## config.mk

```make
export PLATFORM = sky130hd
export DESIGN_NAME = mono_sample_to_packet_converter
export DESIGN_NICKNAME = d
export VERILOG_FILES = /design/src/rtl/mono_sample_to_packet_converter.sv
export SDC_FILE = /design/constraint.sdc
export NUM_CORES = 1
export LEC_CHECK = 0
export CAP_MARGIN = 20
export CORE_MARGIN = 4
export CORE_UTILIZATION = 30
export DETAILED_ROUTE_END_ITERATION = 6
export PLACE_DENSITY = 0.45
export REMOVE_ABC_BUFFERS = 1
export SLEW_MARGIN = 20
export SYNTH_ARGS = -nofsm -noshare
export SYNTH_HDL_FRONTEND = slang
export SYNTH_SLANG_ARGS = --single-unit
export TNS_END_PERCENT = 1
```

## constraint.sdc

```tcl
create_clock -name M_AXIS_ACLK -period 2.9 [get_ports M_AXIS_ACLK]
set_input_delay 0.725 -clock M_AXIS_ACLK [delete_from_list [all_inputs] [get_ports M_AXIS_ACLK]]
set_output_delay 0.725 -clock M_AXIS_ACLK [all_outputs]
set_load 0.05 [all_outputs]
```

## src/rtl/mono_sample_to_packet_converter.sv

```systemverilog
// Buffers strobed mono samples in a small FIFO and replays each one as a
// two-beat AXI4-Stream stereo packet (left, then right with TLAST).
module mono_sample_to_packet_converter #(
    parameter int DATA_WIDTH = 32,
    parameter int FIFO_DEPTH = 4
) (
    input  logic                          M_AXIS_ACLK,
    input  logic                          M_AXIS_ARESETN,
    input  logic                          mono_sample_valid,
    input  logic [DATA_WIDTH-1:0]         mono_sample,
    output logic                          M_AXIS_TVALID,
    output logic                          M_AXIS_TLAST,
    output logic [DATA_WIDTH-1:0]         M_AXIS_TDATA,
    input  logic                          M_AXIS_TREADY,
    output logic [$clog2(FIFO_DEPTH):0]   fifo_level,
    output logic                          overflow
);

    localparam int AW = $clog2(FIFO_DEPTH);
    localparam int LW = AW + 1;

    typedef enum logic [1:0] {
        ST_IDLE,
        ST_LEFT,
        ST_RIGHT
    } state_t;

    state_t                state_q, state_d;
    logic [DATA_WIDTH-1:0] mem_q [FIFO_DEPTH];
    logic [AW-1:0]         wr_ptr_q, wr_ptr_d;
    logic [AW-1:0]         rd_ptr_q, rd_ptr_d;
    logic [LW-1:0]         level_q, level_d;
    logic [DATA_WIDTH-1:0] hold_q, hold_d;
    logic [DATA_WIDTH-1:0] tdata_q, tdata_d;
    logic                  tvalid_q, tvalid_d;
    logic                  tlast_q, tlast_d;
    logic                  overflow_q, overflow_d;

    logic                  hs;
    logic                  pop;
    logic                  push;
    logic                  full;
    logic [DATA_WIDTH-1:0] head;

    assign head = mem_q[rd_ptr_q];
    assign hs   = tvalid_q && M_AXIS_TREADY;
    assign full = (level_q == LW'(FIFO_DEPTH));

    always_comb begin
        state_d  = state_q;
        tvalid_d = tvalid_q;
        tlast_d  = tlast_q;
        tdata_d  = tdata_q;
        hold_d   = hold_q;
        pop      = 1'b0;
        case (state_q)
            ST_IDLE: begin
                if (level_q != '0) begin
                    pop      = 1'b1;
                    tvalid_d = 1'b1;
                    tlast_d  = 1'b0;
                    tdata_d  = head;
                    hold_d   = head;
                    state_d  = ST_LEFT;
                end
            end
            ST_LEFT: begin
                if (hs) begin
                    tdata_d = hold_q;
                    tlast_d = 1'b1;
                    state_d = ST_RIGHT;
                end
            end
            ST_RIGHT: begin
                if (hs) begin
                    if (level_q != '0) begin
                        // Back-to-back: next packet's left beat follows with no bubble.
                        pop     = 1'b1;
                        tlast_d = 1'b0;
                        tdata_d = head;
                        hold_d  = head;
                        state_d = ST_LEFT;
                    end else begin
                        tvalid_d = 1'b0;
                        tlast_d  = 1'b0;
                        state_d  = ST_IDLE;
                    end
                end
            end
            default: state_d = ST_IDLE;
        endcase

        // A full FIFO still accepts a sample when the head leaves on the same edge.
        push       = mono_sample_valid && (!full || pop);
        overflow_d = overflow_q || (mono_sample_valid && full && !pop);

        wr_ptr_d = push ? wr_ptr_q + 1'b1 : wr_ptr_q;
        rd_ptr_d = pop  ? rd_ptr_q + 1'b1 : rd_ptr_q;
        level_d  = level_q;
        if (push && !pop) begin
            level_d = level_q + 1'b1;
        end else if (pop && !push) begin
            level_d = level_q - 1'b1;
        end
    end

    always_ff @(posedge M_AXIS_ACLK or negedge M_AXIS_ARESETN) begin
        if (!M_AXIS_ARESETN) begin
            state_q    <= ST_IDLE;
            wr_ptr_q   <= '0;
            rd_ptr_q   <= '0;
            level_q    <= '0;
            hold_q     <= '0;
            tdata_q    <= '0;
            tvalid_q   <= 1'b0;
            tlast_q    <= 1'b0;
            overflow_q <= 1'b0;
        end else begin
            state_q    <= state_d;
            wr_ptr_q   <= wr_ptr_d;
            rd_ptr_q   <= rd_ptr_d;
            level_q    <= level_d;
            hold_q     <= hold_d;
            tdata_q    <= tdata_d;
            tvalid_q   <= tvalid_d;
            tlast_q    <= tlast_d;
            overflow_q <= overflow_d;
        end
    end

    // Storage carries no reset so it can map onto plain RAM.
    always_ff @(posedge M_AXIS_ACLK) begin
        if (push) begin
            mem_q[wr_ptr_q] <= mono_sample;
        end
    end

    assign M_AXIS_TVALID = tvalid_q;
    assign M_AXIS_TLAST  = tlast_q;
    assign M_AXIS_TDATA  = tdata_q;
    assign fifo_level    = level_q;
    assign overflow      = overflow_q;

endmodule
```

==> qor_table.md, run 1 <==
| Result | Value | Unit |
|---|---|---|
| Outcome | complete, no violations | - |
| Area share of xor/xnor cells in the synthesized design | 0.585 | % |
| Largest net degree at the start of global routing | 98 | - |
| Transition time at the pin with the least slew margin | 0.951 | ns |
| Post-synth EDFFs | 128 | - |
| Power per cell area | 668 | nW/um^2 |
| CTS tree | built | - |
| First-pass iteration count of the detailed router | 4 | - |
| Pins over their slew limit | 0 | - |
| Min Tclk post-route | 2.58 | ns |
| Cell area reported after detailed placement | 10,300 | sq um |
| Via count normalized by instance count | 4.90 | - |
| Area of the die | 32,800 | sq um |
| Kind of start point of the critical path | flip-flop | - |
| Quantity of gates resized following cts | 0 | - |
| Fraction of synthesized area in multiplexers | 15.1 | % |
| Critical path depth | 1 | - |
| Mean post-synth cell area | 15.2 | sq um |
| Gr ovfl total | 0 | - |
| Height of the chip | 181 | um |
| Post-CTS setup buffers | 0 | - |
| First-pass GRT wire length | 33,100 | um |
| Kind of cell adding the most delay to the critical path | buffers and inverters | - |
| Slowest cell on crit path | sky130_fd_sc_hd__clkdlybuf4s50_1 | - |
| Violation count after the first detailed-route iteration | 235 | - |
| Via count of the first global-routing pass | 5,640 | - |
| Fraction of the yosys area taken by sequential cells | 64.0 | % |
| Distinct cell type count of the synthesized netlist | 41 | - |
| Std-Cell Core Area | 29,600 | sq um |
| Initial antenna violation count | 1 | - |
| Sink Count | 204 | - |
| Post-synthesis instance total | 592 | - |
| Post-synthesis cell area | 8980 | sq um |
| Layout filler cell count | 2,775 | - |
| Max-slew headroom | 36.6 | % |
| Drt total wl | 21,400 | um |
| Async S/R FF share, synth | 37.3 | % |
| Largest clock skew in the final design | 0.0134 | ns |
| Worst setup EP type | primary output | - |
| Tightest Hold Check Type | in2async | - |
| Utilization after layout | 37.3 | % |
| Data required, critical path | 2.17 | ns |
| Critical path peak fanout | 7 | - |
| Highest Clock Rate | 0.388 | GHz |
| Number of warning messages in the yosys log | 0 | - |
| Wire length per cell after detailed routing | 19.9 | um |
| Adder and majority gate portion of the synthesized area | 0.920 | % |
| Setup Crit Path Kind | reg2out | - |
| Number of nets in the final layout | 711 | - |
| Buffer cell driving the clock tree root | sky130_fd_sc_hd__clkbuf_16 | - |
| Number of register bits inferred by synthesis | 204 | - |
| RSZ-0062 raised after global routing | no | - |
| # Max-Cap Violations | 0 | - |
| Detailed-routed wire length on met3 | 895 | um |
| Total I/O pin count | 74 | - |
| Smallest hold slack | 0.237 | ns |
| Main combinational cell family by area after synthesis | multiplexers | - |
| Commonest register cell after synthesis | sky130_fd_sc_hd__edfxtp_1 | - |
| RD Place Congestion | 0.765 | - |
| Number of buffers created by CTS | 23 | - |
| R2R cell count | 4 | - |
| Placement row count | 63 | - |
| Antenna cell count | 0 | - |
| Number of buffers added to fix hold violations after cts | 0 | - |
| Max IR drop VDD | 572 | uV |
| Final setup fails | 0 | - |
| Number of standard cells in the final layout excluding fillers | 1,075 | - |
| Total non-filler cell area in the finished layout | 11,000 | sq um |
| Clock network latency to the later pin of the worst-skew pair | 0.50 | ns |
| Number of placed instances with taps included | 1,033 | - |
| Lkg Pwr | 0.00425 | uW |
| Final worst-path cycle share | 88.9 | % |
| Post-synthesis compound-gate area fraction | 8.64 | % |
| Clock-pin slew of the registers on the worst-case setup and hold paths | 0.06 | ns |
| Share of layout cells above drive strength 1 | 20.0 | % |
| Met2 routed wirelength | 10,100 | um |
| Maximum level of the CTS H-tree | 1 | - |
| HPWL reported at the end of detailed placement | 12,700 | um |
| Overall via count from detail_route | 5,265 | - |
| Hold violation total from the final report | 0 | - |
| Top metal layer carrying routed signals | met5 | - |
| Global-route usage over all layers | 12.8 | % |
| Simple-gate share of the synthesized area | 7.60 | % |
| Layout Area Growth over Synthesis | 22.9 | % |
| CP Cell Sequence | clkdlybuf4s50_1 | - |
| Maximum count of clock buffers along a single path | 3 | - |
| Port bufs | 73 | - |
| DIE WIDTH | 181 | um |
| Post-route DRC | 0 | - |
| Buffers & Inverters on Critical Path | 1 | - |
| Data arrival, critical path | 1.85 | ns |
| Delay of the slowest critical-path stage | 0.86 | ns |
| Met1 routed wirelength after detailed routing | 9980 | um |
| Antenna violation net count after detailed routing | 0 | - |
| Initial Utilization | 30.4 | % |
==> through the flow <==
| stage | setup TNS (ns) | total power [uW] | worst slack (ns) |
|---|---|---|---|
| final | 0 | 7370 | 0.322 |
| after global routing | 0 | 7710 | 0.221 |
| after CTS | 0 | 7510 | 0.282 |
| after detailed placement | 0 | 4670 | 0.134 |
| after global placement | 0 | 4640 | 0.176 |
| after floorplan | -17.47 | 4180 | -0.599 |
==> state kept, by name, indices dropped and copies added (netlist names) <==
register,cells
mem_q,128
M_AXIS_TDATA,32
hold_q,32
fifo_level,3
rd_ptr_q,2
state_q,2
wr_ptr_q,2
M_AXIS_TLAST,1
M_AXIS_TVALID,1
overflow,1
==> worst paths after layout <==
| kind | endpoint | slack (ns) | startpoint |
|---|---|---|---|
| min | hold_q[11]$_DFFE_PN0P_ | 0.24 | M_AXIS_ARESETN |
| max | M_AXIS_TVALID | 0.32 | M_AXIS_TVALID$_DFFE_PN0P_ |
| max reg2reg | M_AXIS_TDATA[1]$_DFFE_PN0P_ | 0.67 | fifo_level[2]$_DFFE_PN0P_ |
| min in group M_AXIS_ACLK | overflow$_DFF_PN0_ | 0.48 | overflow$_DFF_PN0_ |
| min reg2reg | overflow$_DFF_PN0_ | 0.48 | overflow$_DFF_PN0_ |
| max in group asynchronous | M_AXIS_TDATA[6]$_DFFE_PN0P_ | 2.07 | M_AXIS_ARESETN |
==> synth_stat cells, drive strengths merged, types with 2 or more instances <==
cell type	number	area, sq um
a31oi	33	213
mux2i	96	961
dfrtp	76	1900
nor3	2	15.0
o21ai	3	15.0
clkbuf	29	110
inv	8	30.0
nand3b	33	248
edfxtp	128	3840
nor2	3	11.3
ha	5	62.6
buf	19	144
mux2	35	394
nand2b	2	12.5
o2bb2ai	2	17.5
or3	31	194
xnor2	2	17.5
nand2	33	124
a41oi	31	489
and2	4	25.0
xor2	4	35.0
==> final cells by class <==
type | instances | area, sq um | share of cell area, %
clock buffer | 33 | 633 | 5.74
clock inverter | 8 | 91.3 | 0.828
timing repair buffer | 100 | 1040 | 9.46
sequential | 204 | 5750 | 52.2
inverter | 8 | 30.0 | 0.272
tap | 390 | 488 | 4.42
multi-input combinational | 332 | 2990 | 27.1
==> kinds of logic (layout without fill, tap and decap cells) <==
family	count (synthesis)	after routing
flops	204	204
mux	131	131
simple gates	115	115
compound gates	74	74
buf+inv	56	149
fa+ha+maj	6	6
xor+xnor	6	6
==> report_power, final <==
part           leakage [uW]  internal (uW)  total [uW]  switching, uW
sequential          0.00221           3530        3660            122
combinational       0.00169            343         928            585
clock              0.000355           1690        2790           1100
total               0.00425           5570        7370           1800
==> layout by cell type, fill, tap and decap left out, types with 2 or more instances in the layout <==
master,instances
sky130_fd_sc_hd__nand2_1,33
sky130_fd_sc_hd__dfrtp_1,74
sky130_fd_sc_hd__o21ai_0,3
sky130_fd_sc_hd__or3_1,31
sky130_fd_sc_hd__and2_2,4
sky130_fd_sc_hd__bufinv_16,2
sky130_fd_sc_hd__xor2_1,4
sky130_fd_sc_hd__clkbuf_8,2
sky130_fd_sc_hd__clkbuf_16,23
sky130_fd_sc_hd__mux2_2,35
sky130_fd_sc_hd__ha_1,5
sky130_fd_sc_hd__nor2_1,3
sky130_fd_sc_hd__clkdlybuf4s50_1,72
sky130_fd_sc_hd__mux2i_1,96
sky130_fd_sc_hd__edfxtp_1,128
sky130_fd_sc_hd__a41oi_2,29
sky130_fd_sc_hd__a31oi_1,32
sky130_fd_sc_hd__clkinv_2,3
sky130_fd_sc_hd__clkinv_1,2
sky130_fd_sc_hd__nand3b_1,33
sky130_fd_sc_hd__clkbuf_1,8
sky130_fd_sc_hd__buf_12,9
sky130_fd_sc_hd__a41oi_1,2
sky130_fd_sc_hd__dfrtp_4,2
sky130_fd_sc_hd__xnor2_1,2
sky130_fd_sc_hd__inv_1,8
sky130_fd_sc_hd__buf_4,19
==> routing by layer <==
metal  vias to the layer above  track usage (%)
li1                       2442                -
met1                      2691             17.5
met2                       100             21.4
met3                        30             2.32
met4                         2             3.00
met5                         -                0
No activity file was read; power rests on OpenSTA's default activity.
==> inputs of run 2 (changes only) <==
GPL_ROUTABILITY_DRIVEN = 0   (was unset)
TNS_END_PERCENT = unset   (was 1)
==> results of run 2 <==
Final layout, timing and power as in run 1 (identical DEF).
